<file path="src/rtl/axi_pkg.sv">
// Shared constants and FSM encodings for the SRAM-to-AXI3 bridge.
package axi_pkg;

  localparam logic [3:0] ID_INST    = 4'd0;
  localparam logic [3:0] ID_DATA    = 4'd1;
  localparam logic [1:0] BURST_INCR = 2'b01;
  localparam logic [2:0] SIZE_WORD  = 3'd2;

  typedef enum logic [1:0] {
    R_IDLE = 2'd0,
    R_AR   = 2'd1,
    R_WAIT = 2'd2
  } rd_state_t;

  typedef enum logic [1:0] {
    W_IDLE = 2'd0,
    W_SEND = 2'd1,
    W_B    = 2'd2
  } wr_state_t;

endpackage

</file>
<file path="src/rtl/axi_wr_ctrl.sv">
// Write-side sequencer: registers one data write, drives AW and W independently,
// then waits for the B response.
//
// state  | meaning
// W_IDLE | no write in flight, may accept
// W_SEND | AW and W each held until their own handshake
// W_B    | both sent, waiting for the write response
module axi_wr_ctrl
  import axi_pkg::*;
(
  input  logic        clk,
  input  logic        resetn,
  input  logic        accept,
  input  logic [31:0] req_addr,
  input  logic [1:0]  req_size,
  input  logic [3:0]  req_wstrb,
  input  logic [31:0] req_wdata,
  output logic        idle,
  output logic [31:0] awaddr,
  output logic [2:0]  awsize,
  output logic        awvalid,
  input  logic        awready,
  output logic [31:0] wdata,
  output logic [3:0]  wstrb,
  output logic        wvalid,
  input  logic        wready,
  input  logic        bvalid,
  output logic        bready
);

  wr_state_t state, state_nxt;
  logic      aw_done, w_done;
  logic      aw_hs, w_hs;

  assign aw_hs = awvalid & awready;
  assign w_hs  = wvalid & wready;

  always_ff @(posedge clk or negedge resetn) begin
    if (!resetn) state <= W_IDLE;
    else         state <= state_nxt;
  end

  always_comb begin
    state_nxt = state;
    case (state)
      W_IDLE:  if (accept) state_nxt = W_SEND;
      W_SEND:  if ((aw_done | aw_hs) & (w_done | w_hs)) state_nxt = W_B;
      W_B:     if (bvalid & bready) state_nxt = W_IDLE;
      default: state_nxt = W_IDLE;
    endcase
  end

  always_comb begin
    idle    = 1'b0;
    awvalid = 1'b0;
    wvalid  = 1'b0;
    bready  = 1'b0;
    case (state)
      W_IDLE: idle = 1'b1;
      W_SEND: begin
        awvalid = ~aw_done;
        wvalid  = ~w_done;
      end
      W_B:     bready = 1'b1;
      default: ;
    endcase
  end

  // Per-channel done flags let AW and W complete in either order.
  always_ff @(posedge clk or negedge resetn) begin
    if (!resetn) begin
      awaddr  <= '0;
      awsize  <= '0;
      wdata   <= '0;
      wstrb   <= '0;
      aw_done <= 1'b0;
      w_done  <= 1'b0;
    end else if (state == W_IDLE && accept) begin
      awaddr  <= req_addr;
      awsize  <= {1'b0, req_size};
      wdata   <= req_wdata;
      wstrb   <= req_wstrb;
      aw_done <= 1'b0;
      w_done  <= 1'b0;
    end else if (state == W_SEND) begin
      if (aw_hs) aw_done <= 1'b1;
      if (w_hs)  w_done  <= 1'b1;
    end
  end

endmodule

</file>
<file path="src/rtl/sram_axi_bridge.sv">
// Bridges the instruction-fetch and data SRAM-style ports onto one AXI3 master,
// with data reads winning arbitration and one data transaction in flight.
//
// state  | meaning
// R_IDLE | no read in flight, may accept inst or data read
// R_AR   | arvalid held with captured address until arready
// R_WAIT | rready high, waiting for the single R beat
module sram_axi_bridge
  import axi_pkg::*;
(
  input  logic        clk,
  input  logic        resetn,

  input  logic        inst_req,
  input  logic [31:0] inst_addr,
  output logic        inst_addr_ok,
  output logic        inst_data_ok,
  output logic [31:0] inst_rdata,

  input  logic        data_req,
  input  logic        data_wr,
  input  logic [1:0]  data_size,
  input  logic [31:0] data_addr,
  input  logic [3:0]  data_wstrb,
  input  logic [31:0] data_wdata,
  output logic        data_addr_ok,
  output logic        data_data_ok,
  output logic [31:0] data_rdata,

  output logic [3:0]  arid,
  output logic [31:0] araddr,
  output logic [3:0]  arlen,
  output logic [2:0]  arsize,
  output logic [1:0]  arburst,
  output logic [1:0]  arlock,
  output logic [3:0]  arcache,
  output logic [2:0]  arprot,
  output logic        arvalid,
  input  logic        arready,

  input  logic [3:0]  rid,
  input  logic [31:0] rdata,
  input  logic [1:0]  rresp,
  input  logic        rlast,
  input  logic        rvalid,
  output logic        rready,

  output logic [3:0]  awid,
  output logic [31:0] awaddr,
  output logic [3:0]  awlen,
  output logic [2:0]  awsize,
  output logic [1:0]  awburst,
  output logic [1:0]  awlock,
  output logic [3:0]  awcache,
  output logic [2:0]  awprot,
  output logic        awvalid,
  input  logic        awready,

  output logic [3:0]  wid,
  output logic [31:0] wdata,
  output logic [3:0]  wstrb,
  output logic        wlast,
  output logic        wvalid,
  input  logic        wready,

  input  logic [3:0]  bid,
  input  logic [1:0]  bresp,
  input  logic        bvalid,
  output logic        bready
);

  rd_state_t   r_state, r_state_nxt;
  logic        data_busy;
  logic [31:0] ar_addr_q;
  logic [2:0]  ar_size_q;
  logic [3:0]  ar_id_q;
  logic        r_idle, wr_idle;
  logic        data_rd_req, data_rd_acc, data_wr_acc, inst_acc, rd_acc;
  logic        r_hs, b_hs;
  logic        unused_resp;

  assign unused_resp = ^{rresp, rlast, bid, bresp};

  // Acceptance is gated by resetn so no addr_ok can escape while reset is held.
  assign r_idle      = (r_state == R_IDLE);
  assign data_rd_req = data_req & ~data_wr & ~data_busy;
  assign data_rd_acc = resetn & data_rd_req & r_idle;
  assign data_wr_acc = resetn & data_req & data_wr & wr_idle & ~data_busy;
  assign inst_acc    = resetn & inst_req & r_idle & ~data_rd_req;
  assign rd_acc      = data_rd_acc | inst_acc;

  assign data_addr_ok = data_rd_acc | data_wr_acc;
  assign inst_addr_ok = inst_acc;

  assign r_hs         = rvalid & rready;
  assign b_hs         = bvalid & bready;
  assign inst_data_ok = r_hs & (rid == ID_INST);
  assign data_data_ok = (r_hs & (rid == ID_DATA)) | b_hs;
  assign inst_rdata   = rdata;
  assign data_rdata   = rdata;

  always_ff @(posedge clk or negedge resetn) begin
    if (!resetn) r_state <= R_IDLE;
    else         r_state <= r_state_nxt;
  end

  always_comb begin
    r_state_nxt = r_state;
    case (r_state)
      R_IDLE:  if (rd_acc) r_state_nxt = R_AR;
      R_AR:    if (arvalid & arready) r_state_nxt = R_WAIT;
      R_WAIT:  if (r_hs) r_state_nxt = R_IDLE;
      default: r_state_nxt = R_IDLE;
    endcase
  end

  always_comb begin
    arvalid = 1'b0;
    rready  = 1'b0;
    case (r_state)
      R_AR:    arvalid = 1'b1;
      R_WAIT:  rready  = 1'b1;
      default: ;
    endcase
  end

  always_ff @(posedge clk or negedge resetn) begin
    if (!resetn) begin
      ar_addr_q <= '0;
      ar_size_q <= '0;
      ar_id_q   <= '0;
    end else if (data_rd_acc) begin
      ar_addr_q <= data_addr;
      ar_size_q <= {1'b0, data_size};
      ar_id_q   <= ID_DATA;
    end else if (inst_acc) begin
      ar_addr_q <= inst_addr;
      ar_size_q <= SIZE_WORD;
      ar_id_q   <= ID_INST;
    end
  end

  // Keeps data responses in order: no new data request until the last one's data_ok.
  always_ff @(posedge clk or negedge resetn) begin
    if (!resetn)           data_busy <= 1'b0;
    else if (data_addr_ok) data_busy <= 1'b1;
    else if (data_data_ok) data_busy <= 1'b0;
  end

  assign arid    = ar_id_q;
  assign araddr  = ar_addr_q;
  assign arsize  = ar_size_q;
  assign arlen   = 4'd0;
  assign arburst = BURST_INCR;
  assign arlock  = 2'd0;
  assign arcache = 4'd0;
  assign arprot  = 3'd0;

  assign awid    = ID_DATA;
  assign awlen   = 4'd0;
  assign awburst = BURST_INCR;
  assign awlock  = 2'd0;
  assign awcache = 4'd0;
  assign awprot  = 3'd0;
  assign wid     = ID_DATA;
  assign wlast   = 1'b1;

  axi_wr_ctrl u_wr_ctrl (
    .clk       (clk),
    .resetn    (resetn),
    .accept    (data_wr_acc),
    .req_addr  (data_addr),
    .req_size  (data_size),
    .req_wstrb (data_wstrb),
    .req_wdata (data_wdata),
    .idle      (wr_idle),
    .awaddr    (awaddr),
    .awsize    (awsize),
    .awvalid   (awvalid),
    .awready   (awready),
    .wdata     (wdata),
    .wstrb     (wstrb),
    .wvalid    (wvalid),
    .wready    (wready),
    .bvalid    (bvalid),
    .bready    (bready)
  );

endmodule

</file>
<file path="config.mk">
export PLATFORM = sky130hd
export DESIGN_NAME = sram_axi_bridge
export DESIGN_NICKNAME = d
export VERILOG_FILES = /design/src/rtl/axi_pkg.sv /design/src/rtl/axi_wr_ctrl.sv /design/src/rtl/sram_axi_bridge.sv
export SDC_FILE = /design/constraint.sdc
export NUM_CORES = 1
export LEC_CHECK = 0
export BUFFER_PORTS_ARGS = -buffer_cell sky130_fd_sc_hd__buf_2
export CORE_AREA = 8 8 143 145
export DETAILED_ROUTE_END_ITERATION = 16
export DIE_AREA = 0 0 151 153
export HOLD_SLACK_MARGIN = 0.06
export PLACE_DENSITY = 0.62
export SLEW_MARGIN = 20
export SYNTH_ARGS = -nofsm -noshare
export SYNTH_HDL_FRONTEND = slang
export SYNTH_SLANG_ARGS = --single-unit
</file>
<file path="constraint.sdc">
create_clock -name clk -period 3 [get_ports clk]
set_clock_uncertainty 0.1 [all_clocks]
set_input_delay 0.6 -clock clk [delete_from_list [all_inputs] [get_ports clk]]
set_output_delay 0.6 -clock clk [all_outputs]
set_load 0.01 [all_outputs]
</file>
==> results of run 1 <==
## routing by layer
| metal | up-vias | global-route usage (%) | part of all wire (%) |
|---|---|---|---|
| li1 | 1593 | - | - |
| met1 | 1694 | 13.1 | 35 |
| met2 | 219 | 21.6 | 50 |
| met3 | 28 | 6.14 | 13 |
| met4 | 0 | 3.96 | 1.9 |
| met5 | - | 0 | 0 |
## registers in the layout, indices dropped and copies added, names as in the netlist
signal and flops:
u_wr_ctrl.awaddr 32, u_wr_ctrl.w_done 1, u_wr_ctrl.awsize 2, u_wr_ctrl.wstrb 4, u_wr_ctrl.state 2, araddr 32, u_wr_ctrl.wdata 32, u_wr_ctrl.aw_done 1
data_busy 1, r_state 2, arid 1, arsize 2
## per-stage QoR
step / setup WS (ns) / hold WS, ns / area [sq um] / std cells / power (mW)
after detailed placement: 0.562 / 0.359 / 6490 / 805 / 5.51
final: 0.171 / 0.367 / 6830 / 822 / 6.76
after CTS: 0.141 / 0.350 / 6830 / 822 / 6.89
after global routing: 0.0143 / 0.349 / 6830 / 822 / 7.19
after global placement: 0.563 / 0.362 / 6490 / 805 / 5.46
after floorplan: 0.878 / 0.204 / 5900 / 457 / 4.49
## path summary, 6_finish.rpt
| check | from | to | slack (ns) |
|---|---|---|---|
| min in group asynchronous | resetn | data_busy | 0.55 |
| max in group asynchronous | resetn | u_wr_ctrl.wdata[29] | 0.57 |
| hold / removal | data_wdata[5] | u_wr_ctrl.wdata[5] | 0.37 |
| setup / recovery | resetn | inst_addr_ok | 0.17 |
| hold reg to reg | u_wr_ctrl.wdata[26] | u_wr_ctrl.wdata[26] | 0.41 |
| setup reg to reg | r_state[0] | araddr[9] | 0.82 |
## layout by cell type (no fill, tap or decap), types with 2 or more instances in the layout
| master | count |
|---|---|
| sky130_fd_sc_hd__nor2_1 | 8 |
| sky130_fd_sc_hd__nand2_1 | 4 |
| sky130_fd_sc_hd__inv_1 | 7 |
| sky130_fd_sc_hd__conb_1 | 44 |
| sky130_fd_sc_hd__buf_4 | 8 |
| sky130_fd_sc_hd__mux2_4 | 54 |
| sky130_fd_sc_hd__a211o_1 | 2 |
| sky130_fd_sc_hd__mux2_2 | 80 |
| sky130_fd_sc_hd__mux2i_1 | 2 |
| sky130_fd_sc_hd__dfrtp_1 | 112 |
| sky130_fd_sc_hd__inv_8 | 2 |
| sky130_fd_sc_hd__buf_2 | 228 |
| sky130_fd_sc_hd__inv_6 | 2 |
| sky130_fd_sc_hd__clkbuf_16 | 9 |
| sky130_fd_sc_hd__nor2b_1 | 3 |
| sky130_fd_sc_hd__a21oi_1 | 2 |
## area by class of cell
| type | instances | share of cell area (%) |
|---|---|---|
| sequential | 112 | 41.0 |
| multi-input combinational | 215 | 31.5 |
| timing repair buffer | 238 | 18.0 |
| tap | 234 | 4.28 |
| clock buffer | 9 | 3.30 |
| clock inverter | 7 | 1.50 |
| inverter | 7 | 0.385 |
## power breakdown
part,internal (mW),switching [mW],leakage [nW],total [mW]
sequential,2.25,0.391,1.35,2.64
combinational,1.58,1.22,2.11,2.80
clock,0.686,0.636,0.160,1.32
total,4.51,2.25,3.62,6.76
## cell usage after synthesis, types with 2 or more instances
cell type,number
sky130_fd_sc_hd__nand2_1,4
sky130_fd_sc_hd__buf_6,2
sky130_fd_sc_hd__nor2_1,8
sky130_fd_sc_hd__conb_1,2
sky130_fd_sc_hd__inv_1,7
sky130_fd_sc_hd__a21oi_1,2
sky130_fd_sc_hd__nor2b_1,3
sky130_fd_sc_hd__buf_12,2
sky130_fd_sc_hd__a211o_1,2
sky130_fd_sc_hd__mux2i_1,2
sky130_fd_sc_hd__mux2_4,54
sky130_fd_sc_hd__buf_4,114
sky130_fd_sc_hd__dfrtp_1,112
sky130_fd_sc_hd__buf_2,5
sky130_fd_sc_hd__mux2_2,80
## kinds of logic after synthesis
family                 synth area share (%)
flip-flops                             48.8
AO/OA/AOI/OAI                          1.31
other                                 0.131
AND/OR/NAND/NOR                        2.74
multiplexers                           30.1
buffers and inverters                  16.9
## worst register-to-register path: stages (launching register included)
cell and delay (ns):
sky130_fd_sc_hd__dfrtp_1 0.45, sky130_fd_sc_hd__nand4bb_4 0.53, sky130_fd_sc_hd__buf_4 0.40, sky130_fd_sc_hd__mux2_4 0.33
sky130_fd_sc_hd__mux2_4 0.26
## repair_timing
action                                 in CTS  in global routing
gates resized for setup                     0                  0
hold buffers                                1                  0
endpoints found under the hold margin       8                  0
setup buffers                               0                  0
==> results_dict.tcl, run 1 <==
set metrics [dict create \
    ioPinCount 379 \
    crit_fanout 17 \
    synthesis.instances 415 \
    worst_path_clk_slew_ns 0.09 \
    static-leakage-power_nw 3.62 \
    status "complete, no violations" \
    worst_hold_path.num_cells 2 \
    tritoncts_clock_tree "done" \
    die-height_um 153 \
    cp_cell_sequence "dlygate4sd3_1, buf_4, nand4bb_4, nor2_1, buf_2" \
    number_of_vias_in_the_routed_layout 3534 \
    fin_setup_tns_ns 0 \
    cp_num_cells 5 \
    numPortBuffers 229 \
    viasPerCell 4.30 \
    floorplan_die_area_sq_um 23100 \
    final-hold-violation-count 0 \
    grt_pass1_wl_um 22500 \
    startpoint_type "primary input" \
    reg2regPathDepth 4 \
    routed_wirelength_um 14900 \
    multi_input_comb_area_sq_um 2150 \
    utilization_pct 37.4 \
    yosysWarningCount 0 \
    number_of_synthesized_register_bits 112 \
    critical_path.endpoint_type "output port" \
    final_nets 740 \
    setup_repair_after_global_routing_missed_its_margin "no" \
    final.fill_count 1783 \
    antenna_found_initial 0 \
    gp_congestion 0.734 \
    synthFlopType "sky130_fd_sc_hd__dfrtp_1" \
    maxSlewHeadroom_pct 45.5 \
    maxSlewViolCount 0 \
    setup_viol 0 \
    critical_path_required_ns 2.30 \
    drtAntennaViolNets 0 \
    max_freq_mhz 353 \
    first_global_vias 3854 \
    max_cap_viol_count 0 \
    floorplan.initialDensity_pct 31.4 \
    overall_fraction_of_global_route_tracks_in_use_pct 12.5 \
    netlist_top_cells_area "sky130_fd_sc_hd__dfrtp_1 (49%), sky130_fd_sc_hd__mux2_2 (16%), sky130_fd_sc_hd__buf_4 (15%), sky130_fd_sc_hd__mux2_4 (14%), sky130_fd_sc_hd__buf_12 (0.70%)" \
    drcViolationCount 0 \
    clock_tree.root_cell "sky130_fd_sc_hd__clkbuf_16" \
    synth_enable_flop_cells 0 \
    avgRoutedWirePerCell_um 18.1 \
    critical-path-top-delay-family "buffers and inverters" \
    clk-insertion-delay-late_ns 0.35 \
    cts_buffers 9 \
    regArea_sq_um 2800 \
    std_cell_rows 50 \
    cts_num_sinks 112 \
    synth_area_leader_cell "sky130_fd_sc_hd__dfrtp_1" \
    cpMaxStageDelayCell "sky130_fd_sc_hd__dlygate4sd3_1" \
    drt_first_pass_iters 5 \
    yosysTopAreaCellShare_pct 48.8 \
    syn_area_per_cell_sq_um 13.8 \
    n_antenna_cell 0 \
    overall_overflow_remaining_after_global_route 0 \
    grt_max_degree 62 \
    finalCritPeriodShare_pct 94.3 \
    first_iter_violations 100 \
    number_of_library_cell_types_mapped_by_synthesis 31 \
    worstPathArrival_ns 2.13 \
    cp_slowest_stage_delay_ns 0.54 \
    power-per-cell-area_nw_per_um2 990 \
    synth_seq_area_share_pct 48.8 \
    dpl.hpwl_um 11400 \
    hold_path.class "primary input to register" \
    vdd_drop_max_v 0.000385 \
    timing.critical_path.buf_inv 3 \
    timing_worst_setup_path_type "primary input to output port" \
    synthArstFlopShare_pct 100 \
    die-width_um 151 \
    post-route-min-period_ns 2.83 \
    fp.coreArea_sq_um 18300 \
    timing_worst_slew_pin_value_ns 0.818 \
    synthToLayoutAreaGrowth_pct 19.0 \
    synth_area_sq_um 5740 \
    cts_buffer_depth 2 \
    htreeDepth 3 \
    final_layout_size_suffix_gt1_share_pct 66.7 \
]
Power figures use the tool's default switching activity.
==> inputs of run 2 (changes only) <==
BUFFER_PORTS_ARGS = default   (was -buffer_cell sky130_fd_sc_hd__buf_2)
CORE_AREA = 8 8 140 142   (was 8 8 143 145)
DIE_AREA = 0 0 148 150   (was 0 0 151 153)
DONT_BUFFER_PORTS = 1   (was default)
PLACE_DENSITY = 0.46   (was 0.62)
clock period = 3.65 ns   (was 3 ns; I/O delays follow)
==> run 2 against run 1 <==
  * Worst setup slack improved by 0.94 ns
  * Sequential power hardly changed
  * Wire length down 9.9%
  * Cell area is 18% lower
  * Sequential share of layout area rose by 8.9 points
  * Clock power is 26% lower
  * Flip-flop and latch count is the same
  * Combinational power is 55% lower
  * Via count fell by 24%
==> results_dict.tcl, run 2 (synthesized netlist as in run 1, its figures left out) <==
set metrics [dict create \
    post-route-min-period_ns 2.54 \
    timing_worst_setup_path_type "register to output port" \
    cts_buffers 9 \
    hold_slack_ns 0.199 \
    routed_wirelength_um 13400 \
    pwr_total_mw 4.85 \
    final_layout_size_suffix_gt1_share_pct 45.1 \
    internal-power_mw 3.18 \
    maxSlewHeadroom_pct 53.7 \
    critical_path.endpoint_type "output port" \
    tritoncts_clock_tree "done" \
    cp_cell_sequence "nand4bb_4, nor2_1" \
    clockPowerShare_pct 20.2 \
    finalCritPeriodShare_pct 69.7 \
    overall_overflow_remaining_after_global_route 0 \
    cts_num_sinks 112 \
    drcViolationCount 0 \
    grt_pass1_wl_um 19600 \
    clock_tree.root_cell "sky130_fd_sc_hd__clkbuf_16" \
    die-width_um 148 \
    n_antenna_cell 0 \
    cts.repair.resized 0 \
    dp_cells 567 \
    avgRoutedWirePerCell_um 22.9 \
    htreeDepth 3 \
    crit_fanout 19 \
    gp_congestion 0.699 \
    synthToLayoutAreaGrowth_pct -2.27 \
    fin_setup_tns_ns 0 \
    static-leakage-power_nw 2.64 \
    dpl.hpwl_um 9750 \
    ioPinCount 379 \
    timing.critical_path.buf_inv 0 \
    cpMaxStageDelayCell "sky130_fd_sc_hd__nand4bb_4" \
    floorplan.initialDensity_pct 32.8 \
    netSwitchingFraction_pct 34.4 \
    cts_setup_buffers 0 \
    timing_worst_slew_pin_value_ns 0.694 \
    layout.cells.most_common_list "sky130_fd_sc_hd__dfrtp_1 (112), sky130_fd_sc_hd__mux2_2 (80), sky130_fd_sc_hd__mux2_4 (54)" \
    critical_path_required_ns 2.82 \
    first_global_vias 3072 \
    final_nets 507 \
    maxSlewViolCount 0 \
    combPwrFrac_pct 25.7 \
    startpoint_type "register" \
    cts_buffer_depth 2 \
    worstPathArrival_ns 1.71 \
    overall_fraction_of_global_route_tracks_in_use_pct 11.7 \
    hold_path.class "primary input to async pin" \
    ctsHoldBuffers 1 \
    floorplan_die_area_sq_um 22200 \
    status "complete, no violations" \
    final-hold-violation-count 0 \
    cp_slowest_stage_delay_ns 0.58 \
    final_common_cell "sky130_fd_sc_hd__dfrtp_1" \
    number_of_vias_in_the_routed_layout 2669 \
    clk-insertion-delay-late_ns 0.35 \
    pwr-share-seq_pct 54.1 \
    setup_repair_after_global_routing_missed_its_margin "no" \
    first_iter_violations 108 \
    power.net_switching_mw 1.67 \
    vdd_drop_max_v 0.000283 \
    worst_path_clk_slew_ns 0.08 \
    drtAntennaViolNets 0 \
    numPortBuffers 0 \
    max_freq_mhz 393 \
    non_filler_instance_count_after_layout 584 \
    max_cap_viol_count 0 \
    setup_viol 0 \
    die-height_um 150 \
    std_cell_rows 49 \
    power-per-cell-area_nw_per_um2 864 \
    viasPerCell 4.57 \
    fp.coreArea_sq_um 17500 \
    drt_first_pass_iters 4 \
    grt_max_degree 113 \
    critical-path-top-delay-family "simple AND/OR/NAND/NOR gates" \
    antenna_found_initial 0 \
]
run 2: worst register-to-register path, stage by stage (launching register included):
cell	delay (ns)
sky130_fd_sc_hd__dfrtp_1	0.42
sky130_fd_sc_hd__nand4bb_4	0.58
sky130_fd_sc_hd__buf_4	0.44
sky130_fd_sc_hd__mux2_4	0.35
sky130_fd_sc_hd__mux2_4	0.25
run 2: path summary, 6_finish.rpt:
| kind | slack [ns] | depth (start not counted) | start | to |
|---|---|---|---|---|
| max | 1.11 | 2 | r_state[0] | inst_addr_ok |
| min | 0.20 | 1 | resetn | u_wr_ctrl.awaddr[27] |
| max reg2reg | 1.41 | 4 | r_state[0] | araddr[6] |
| min reg2reg | 0.44 | 1 | data_busy | data_busy |
| max in group asynchronous | 2.77 | 1 | resetn | arsize[1] |
| min in group clk | 0.38 | 1 | bvalid | u_wr_ctrl.state[1] |
run 2: routing by layer:
metal	GRT usage [%]	wire (um)	vias up	share of wire, %
met4	6.58	402	0	3.0
met3	7.38	2090	30	16
met5	0	0	-	0
met2	18.0	6280	188	47
li1	-	-	1126	-
met1	11.9	4600	1325	34
run 2: area by class of cell:
class | count | area [sq um]
inverter | 7 | 26.3
fill | 1770 | 11900
sequential | 112 | 2800
timing repair buffer | 5 | 57.6
clock buffer | 9 | 225
multi-input combinational | 215 | 2150
tap | 229 | 287
clock inverter | 7 | 63.8
run 2: power by group through the flow:
stage	Combinational, mW	Sequential [mW]	Clock (mW)
after floorplan	1.23	2.46	0
after global placement	1.19	2.68	0
after detailed placement	1.24	2.67	0
after CTS	1.27	2.66	1.03
after global routing	1.37	2.72	1.07
final	1.25	2.62	0.980
run 2: per-stage QoR:
step | utilization [%] | cell area (sq um) | worst slack, ns
finish | 32.0 | 5610 | 1.11
floorplan | - | 5900 | 1.27
global placement | 30.2 | 5300 | 1.12
detailed placement | 30.2 | 5300 | 1.10
CTS | 32.0 | 5610 | 1.00
global route | 32.0 | 5610 | 0.942
==> inputs of run 3 (changes only) <==
ABC_AREA = 1   (was default)
CORE_AREA = 8 8 141 143   (was 8 8 140 142)
DIE_AREA = 0 0 149 151   (was 0 0 148 150)
PLACE_DENSITY = 0.45   (was 0.46)
clock period = 2.36 ns   (was 3.65 ns; I/O delays follow)
==> run 3 against run 2 <==
  * The run now ends with hold timing left
  * Critical endpoint unchanged
  * Hold slack got worse by 0.49 ns
  * Non-clock buffer count rose by 2
  * Via count rose by 45%
  * Count of clock-buffer cells in the layout rose by 3
  * Clock power rose by 54%
  * Power rose by 42%
  * Final cell count rose by 50%
  * Flip-flop and latch count did not move
  * Wire length rose by 13%
  * Critical path type unchanged
==> results_dict.tcl, run 3 <==
set metrics [dict create \
    synthToLayoutAreaGrowth_pct -3.06 \
    synth_most_common_cell "sky130_fd_sc_hd__nand2_1" \
    clock_tree.root_cell "sky130_fd_sc_hd__clkbuf_16" \
    fp.coreArea_sq_um 17700 \
    cp_cell_sequence "nor2_1, nand3_2, nor2_1" \
    worst_path_clk_slew_ns 0.08 \
    final_common_cell "sky130_fd_sc_hd__nand2_1" \
    number_of_vias_in_the_routed_layout 3874 \
    status "complete, but fails checks" \
    dp_worst_setup_slack_ns 0.624 \
    synth-adder-area-share_pct 0 \
    cts_num_sinks 112 \
    final_nets 801 \
    std_cell_rows 49 \
    maxSlewViolCount 0 \
    first_global_vias 4063 \
    worstPathArrival_ns 1.53 \
    layout.cells.most_common_list "sky130_fd_sc_hd__nand2_1 (223), sky130_fd_sc_hd__dfrtp_1 (112), sky130_fd_sc_hd__inv_1 (83)" \
    htreeDepth 3 \
    n_antenna_cell 0 \
    startpoint_type "register" \
    cpMaxStageDelayCell "sky130_fd_sc_hd__dfrtp_1" \
    failed_checks "hold timing" \
    critical-path-top-delay-family "simple AND/OR/NAND/NOR gates" \
    cts_buffers 9 \
    crit_fanout 12 \
    syn_area_per_cell_sq_um 7.92 \
    timing.critical_path.buf_inv 0 \
    synthArstFlopShare_pct 100 \
    viasPerCell 4.41 \
    synth_seq_area_share_pct 48.9 \
    power-per-cell-area_nw_per_um2 1240 \
    critical_path.endpoint_type "output port" \
    hold_path.class "primary input to async pin" \
    cell_occurring_most_often_along_the_worst_timing_path "sky130_fd_sc_hd__nor2_1" \
    synthFlopType "sky130_fd_sc_hd__dfrtp_1" \
    cp_slowest_stage_delay_ns 0.43 \
    drt_first_pass_iters 4 \
    max_freq_mhz 475 \
    avgRoutedWirePerCell_um 17.2 \
    static-leakage-power_nw 3.06 \
    finalCritPeriodShare_pct 89.2 \
    floorplan_die_area_sq_um 22500 \
    setup_repair_after_global_routing_missed_its_margin "no" \
    cts_buffer_depth 2 \
    setup_viol 0 \
    cts_setup_buffers 0 \
    vdd_drop_max_v 0.000392 \
    synth_mux_area_share_pct 0 \
    yosys.area_share.simple_pct 24.4 \
    die-height_um 151 \
    critical_path_required_ns 1.79 \
    die-width_um 149 \
    routed_wirelength_um 15100 \
    synthesis.instances 724 \
    overall_overflow_remaining_after_global_route 0 \
    synth_common_cells "sky130_fd_sc_hd__nand2_1 (223), sky130_fd_sc_hd__dfrtp_1 (112), sky130_fd_sc_hd__buf_4 (109)" \
    final_layout_size_suffix_gt1_share_pct 4.16 \
    fin_setup_tns_ns 0 \
    synth_area_sq_um 5730 \
    cts.repair.resized 0 \
    post-route-min-period_ns 2.10 \
    synth_xor_xnor_area_share_pct 0 \
    timing_worst_setup_path_type "register to output port" \
    maxSlewHeadroom_pct 53.9 \
    worst_slack_ns 0.255 \
    netlist_top_cells_area "sky130_fd_sc_hd__dfrtp_1 (49%), sky130_fd_sc_hd__nand2_1 (15%), sky130_fd_sc_hd__buf_4 (14%), sky130_fd_sc_hd__inv_1 (5.4%), sky130_fd_sc_hd__nand3_1 (3.2%)" \
    dpl.hpwl_um 11300 \
    synth_enable_flop_cells 0 \
    floorplan.initialDensity_pct 32.5 \
    pwr_total_mw 6.89 \
    number_of_synthesized_register_bits 112 \
    hold_slack_ns -0.290 \
    yosysTopAreaCellShare_pct 48.9 \
    complex_gate_fraction_of_the_synthesized_area_pct 3.71 \
    clk-insertion-delay-late_ns 0.35 \
    drtAntennaViolNets 0 \
    max_cap_viol_count 0 \
    timing_worst_slew_pin_value_ns 0.692 \
    yosysWarningCount 0 \
    overall_fraction_of_global_route_tracks_in_use_pct 13.2 \
    grt_max_degree 116 \
    synth_area_leader_cell "sky130_fd_sc_hd__dfrtp_1" \
    number_of_library_cell_types_mapped_by_synthesis 21 \
    ioPinCount 379 \
    antenna_found_initial 0 \
    final-hold-violation-count 112 \
    numPortBuffers 0 \
    tritoncts_clock_tree "done" \
    drcViolationCount 0 \
    gp_congestion 0.791 \
    first_iter_violations 122 \
    synth_top_family_by_area "simple AND/OR/NAND/NOR gates" \
    grt_pass1_wl_um 23300 \
]
run 3: power breakdown:
group | internal [mW] | switching [mW] | total, mW
clock | 0.790 | 0.718 | 1.51
sequential | 2.80 | 1.14 | 3.95
combinational | 0.554 | 0.885 | 1.44
run 3: layout make-up:
type,count,area [sq um]
Timing Repair Buffer,7,65.1
Clock inverter,4,37.5
Fill cell,1932,12100
Clock buffer,12,256
Sequential cell,112,2800
Inverter,84,315
Tap cell,229,287
Multi-Input combinational cell,430,1790
run 3: per-layer routing:
metal  up-vias  GRT usage [%]  share of wire [%]
met5         -              0                  0
met4         0           4.54                1.5
met3        25           6.96                 14
met2       196           21.6                 48
met1      1780           14.3                 37
li1       1873              -                  -
run 3: path summary, 6_finish.rpt:
check / from / endpoint / slack, ns / cells past startpoint
max: r_state[1] / inst_addr_ok / 0.26 / 3
min: resetn / u_wr_ctrl.wdata[23] / -0.29 / 0
max reg2reg: r_state[1] / araddr[5] / 0.60 / 5
min reg2reg: r_state[0] / r_state[1] / 0.43 / 1
max in group asynchronous: resetn / araddr[24] / 2.31 / 0
min in group clk: rvalid / r_state[1] / 0.11 / 1
run 3: logic make-up (layout without fill, tap and decap cells):
logic type | after synthesis | in the layout
compound gates | 41 | 41
buf+inv | 224 | 107
flops | 112 | 112
other cells | 2 | 44
simple gates | 345 | 345
run 3: per-stage QoR:
step / utilization, % / std cells / hold slack (ns) / cell area, sq um
final: 31.5 / 878 / -0.290 / 5560
after CTS: 31.5 / 878 / -0.311 / 5560
after global placement: 29.8 / 862 / 0.0800 / 5260
after floorplan: - / 766 / 0.0764 / 5890
after global routing: 31.5 / 878 / -0.316 / 5560
after detailed placement: 29.8 / 862 / 0.0801 / 5260
